$ cat src/rtl/addsub_chunked.sv
// rtl/addsub_chunked.sv - multi-cycle chunked add/sub with registered carry chain
// Operands shift right CHUNK bits per RUN cycle; sums shift in from the top of result.
module addsub_chunked #(
  parameter int WIDTH = 32,
  parameter int CHUNK = 8
) (
  input  logic             clk,
  input  logic             rst_n,
  input  logic             in_valid,
  output logic             in_ready,
  input  logic [WIDTH-1:0] a,
  input  logic [WIDTH-1:0] b,
  input  logic             op,
  input  logic             is_signed,
  output logic             out_valid,
  input  logic             out_ready,
  output logic [WIDTH-1:0] result,
  output logic             carry,
  output logic             overflow,
  output logic             zero,
  output logic             negative,
  output logic             busy
);

  localparam int N  = WIDTH / CHUNK;
  localparam int CW = (N > 1) ? $clog2(N) : 1;

  typedef enum logic [1:0] {IDLE, RUN, DONE} state_t;

  state_t           state_q, state_d;
  logic [WIDTH-1:0] a_q, b_q;
  logic             a_msb, b_msb;
  logic             op_q, sgn_q, cy_q;
  logic [CW-1:0]    k_q;

  logic [CHUNK:0]   sum;
  logic [WIDTH-1:0] res_nxt;
  logic             last, carry_nxt, sovf;

  assign in_ready  = (state_q == IDLE);
  assign busy      = (state_q != IDLE);
  assign out_valid = (state_q == DONE);

  always_comb begin
    state_d = state_q;
    case (state_q)
      IDLE:    if (in_valid)  state_d = RUN;
      RUN:     if (last)      state_d = DONE;
      DONE:    if (out_ready) state_d = IDLE;
      default:                state_d = IDLE;
    endcase
  end

  // Low chunk of the shifted operands is always chunk k; finished result ends up aligned after N shifts
  always_comb begin
    last      = (k_q == CW'(N - 1));
    sum       = {1'b0, a_q[CHUNK-1:0]} + {1'b0, b_q[CHUNK-1:0]} + {{CHUNK{1'b0}}, cy_q};
    res_nxt   = (result >> CHUNK) | (WIDTH'(sum[CHUNK-1:0]) << (WIDTH - CHUNK));
    carry_nxt = op_q ? ~sum[CHUNK] : sum[CHUNK];
    sovf      = (a_msb == b_msb) && (res_nxt[WIDTH-1] != a_msb);
  end

  always_ff @(posedge clk or negedge rst_n) begin
    if (!rst_n) begin
      state_q  <= IDLE;
      a_q      <= '0;
      b_q      <= '0;
      a_msb    <= 1'b0;
      b_msb    <= 1'b0;
      op_q     <= 1'b0;
      sgn_q    <= 1'b0;
      cy_q     <= 1'b0;
      k_q      <= '0;
      result   <= '0;
      carry    <= 1'b0;
      overflow <= 1'b0;
      zero     <= 1'b0;
      negative <= 1'b0;
    end else begin
      state_q <= state_d;
      case (state_q)
        IDLE: if (in_valid) begin
          a_q    <= a;
          b_q    <= op ? ~b : b;
          a_msb  <= a[WIDTH-1];
          b_msb  <= op ? ~b[WIDTH-1] : b[WIDTH-1];
          op_q   <= op;
          sgn_q  <= is_signed;
          cy_q   <= op;
          result <= '0;
          k_q    <= '0;
        end
        RUN: begin
          a_q    <= a_q >> CHUNK;
          b_q    <= b_q >> CHUNK;
          result <= res_nxt;
          cy_q   <= sum[CHUNK];
          k_q    <= k_q + CW'(1);
          if (last) begin
            carry    <= carry_nxt;
            overflow <= sgn_q ? sovf : carry_nxt;
            zero     <= ~|res_nxt;
            negative <= sgn_q & res_nxt[WIDTH-1];
          end
        end
        default: ;
      endcase
    end
  end

endmodule

$ cat config.mk
export PLATFORM = sky130hd
export DESIGN_NAME = addsub_chunked
export DESIGN_NICKNAME = d
export VERILOG_FILES = /design/src/rtl/addsub_chunked.sv
export SDC_FILE = /design/constraint.sdc
export NUM_CORES = 1
export LEC_CHECK = 0
export ABC_AREA = 1
export BUFFER_PORTS_ARGS = -buffer_cell sky130_fd_sc_hd__buf_2
export CORE_MARGIN = 2
export CORE_UTILIZATION = 40
export CTS_CLUSTER_DIAMETER = 40
export DETAILED_ROUTE_END_ITERATION = 10
export HOLD_SLACK_MARGIN = 0.05
export MAX_ROUTING_LAYER = met4
export SLEW_MARGIN = 25
export SYNTH_ARGS = -nofsm -noshare
export SYNTH_HDL_FRONTEND = slang
export SYNTH_SLANG_ARGS = --single-unit
export TNS_END_PERCENT = 10
$ cat constraint.sdc
create_clock -name clk -period 2.7 [get_ports clk]
set_clock_uncertainty 0.05 [all_clocks]
set_input_delay 0.81 -clock clk [delete_from_list [all_inputs] [get_ports clk]]
set_output_delay 0.81 -clock clk [all_outputs]
set_load 0.1 [all_outputs]
==> results.sh <==
export IMPL_synth_edf_count=0
export IMPL_cts_root_buf="clkbuf_16"
export IMPL_worstHoldPathCells=2
export IMPL_drcViolationCount=0
export IMPL_setup_viol=0
export IMPL_track_usage_pct=18.87
export IMPL_cts_sinks=109
export IMPL_ant_nets=0
export IMPL_cts_tree="yes"
export IMPL_cp_max_fo=3
export IMPL_grt_antenna_before_repair=0
export IMPL_postSynthNetCount=641
export IMPL_wl_per_cell_um=14.55
export IMPL_ys_ff_latch=109
export IMPL_drive_above_1_share_pct=21.09
export IMPL_seqCellArea_um2=2728
export IMPL_die_w_um=118.2
export IMPL_dieHeight_um=118.2
export IMPL_ctsResizeCount=0
export IMPL_io_pins=109
export IMPL_max_cap_violations=0
export IMPL_clk_latency_ns=0.35
export IMPL_initial_core_util_pct=41.19
export IMPL_grt_pass1_vias=4158
export IMPL_synth_avg_cell_area_um2=9.303
export IMPL_core_um2=12670
export IMPL_die_area_um2=13980
export IMPL_cts_htree_levels=3
export IMPL_multiInputGateArea_um2=2009
export IMPL_rsz0062_at_grt="no"
export IMPL_synth_common_cells="nand2_1, dfrtp_1, inv_1"
export IMPL_final_nets=736
export IMPL_cp_start_kind="flip-flop"
export IMPL_criticalPathCategory="reg2out"
export IMPL_r2r_cells=11
export IMPL_slew_viol_final=0
export IMPL_num_fill_cells=1252
export IMPL_rows=41
export IMPL_insertedDiodeCount=0
export IMPL_fin_hold_ws_ns=0.4327
export IMPL_synth_area_um2=5219
export IMPL_max_clock_path_buffers=2
export IMPL_outcome="completed"
export IMPL_cts_made_buffers=9
export IMPL_hold_viol=0
export IMPL_synth_top_area_share_pct=52.27
export IMPL_numPortBuffers=108
export IMPL_viasPerCell=4.975
export IMPL_cp_end_kind="primary output"
export IMPL_grt_pass1_wl_um=20550
export IMPL_hpwl_um=8467
export IMPL_wirelength_um=12090
export IMPL_fin_ws_ns=0.3408
export IMPL_dp_slack_ns=0.5084
export IMPL_yosysTopAreaCell="dfrtp_1"
export IMPL_cts_setup_buffers=0
export IMPL_clk_pin_slew_ns=0.07
export IMPL_ys_warnings_count=0
export IMPL_area_growth_pct=17.91
export IMPL_hold_class="reg2reg"
export IMPL_synth_cells=561
export IMPL_synth_async_sr_flop_share_pct=100.0
export IMPL_synth_ff_type="dfrtp_1"
export IMPL_synth_cell_types=32
export IMPL_cp_required_ns=1.84
export IMPL_synthTopCellsByArea="dfrtp_1, nand2_1, xnor2_1"
export IMPL_overflow=0
export IMPL_grt_max_degree=60
export IMPL_postCtsHoldBufs=0
export IMPL_vias=4134
export IMPL_synth_most_common_cell="nand2_1"
export IMPL_ys_seq_area_share_pct=52.27
export IMPL_slew_headroom_pct=33.48
export IMPL_worstMarginPinSlew_ns=0.9966
export IMPL_cp_arrival_ns=1.50
export IMPL_period_share_pct=87.38
export IMPL_fmax_ghz=0.4239
export IMPL_dr_pass1_iters=4
export IMPL_place_congestion=0.8708
export IMPL_fin_setup_tns_ns=0
export IMPL_fin_crit_ns=2.359
export IMPL_drtIter0Drc=214
## through the flow
step / std cells / utilization (%) / cell area, um^2
after floorplan: 561 / - / 5224
after global placement: 817 / 46.46 / 5887
after detailed placement: 817 / 46.46 / 5887
after CTS: 831 / 48.56 / 6153
after global routing: 831 / 48.56 / 6153
final: 831 / 48.56 / 6153
## cell families after synthesis
kind of cell / count (synthesis) / synth area share [%]
AOI/OAI and AO/OA: 116 / 14.67
and+or+nand+nor: 177 / 15.01
adders and majority gates: 10 / 2.685
buffers and inverters: 113 / 9.326
DFF: 109 / 52.27
xor gates and xnor gates: 36 / 6.042
## critical path, cell delays in order, from the launching register on
cell and delay, ns:
dfrtp_1 0.50, inv_1 0.09, nor2_1 0.11, buf_2 0.44
## final timing paths
kind	start	end	slack [ns]
setup / recovery	state_q[1]	out_valid	0.34
hold / removal	b_q[27]	b_q[27]	0.43
setup reg to reg	a_q[0]	zero	0.49
min in group asynchronous	rst_n	b_q[17]	0.44
hold reg to reg	b_q[27]	b_q[27]	0.43
max in group asynchronous	rst_n	result[8]	1.53
## flip-flops by register name, indices dropped and copies added, names as in the netlist, 2 cells and up
name     flops
result      32
b_q         32
a_q         32
k_q          2
state_q      2
## layout make-up
cell class	instances	share of cell area [%]
inverter	81	4.982
tap	172	3.497
clock inverter	2	0.1627
multi-input combinational	339	32.66
clock buffer	12	4.168
sequential	109	44.33
timing repair buffer	116	10.21
## layer usage
metal	vias to the layer above	wire (um)	track usage, %
met5	-	0	-
li1	2052	-	-
met1	1979	5771	25.05
met3	16	467	3.571
met4	0	253	7.530
met2	87	5598	28.61
## cell usage in the layout (no fill, tap or decap)
master | synthesis | routed
nor2_4 | 0 | 1
o21a_1 | 6 | 6
dfrtp_1 | 109 | 109
nand4_1 | 5 | 5
buf_12 | 0 | 2
nand3_1 | 18 | 18
nand2_1 | 113 | 113
clkinv_2 | 0 | 2
buf_4 | 2 | 7
inv_1 | 78 | 78
xnor2_1 | 35 | 35
fa_1 | 2 | 2
a21oi_1 | 11 | 11
ha_1 | 8 | 8
clkbuf_8 | 0 | 2
a22o_1 | 1 | 1
o21ai_1 | 12 | 12
nor2_8 | 2 | 2
o221ai_1 | 4 | 4
o31ai_1 | 2 | 2
buf_2 | 18 | 107
nand2_4 | 1 | 1
or2_2 | 2 | 2
nand2_2 | 1 | 1
clkbuf_16 | 0 | 9
clkbuf_1 | 8 | 1
o211ai_1 | 21 | 21
nor3_1 | 27 | 27
inv_2 | 2 | 2
a221oi_1 | 18 | 18
o22ai_1 | 21 | 21
xor2_1 | 1 | 1
o21ai_0 | 20 | 20
nor2_1 | 7 | 7
inv_4 | 1 | 1
Power is not shown: default switching activity piles up to over one toggle a cycle in this logic, so the estimate is an artifact.
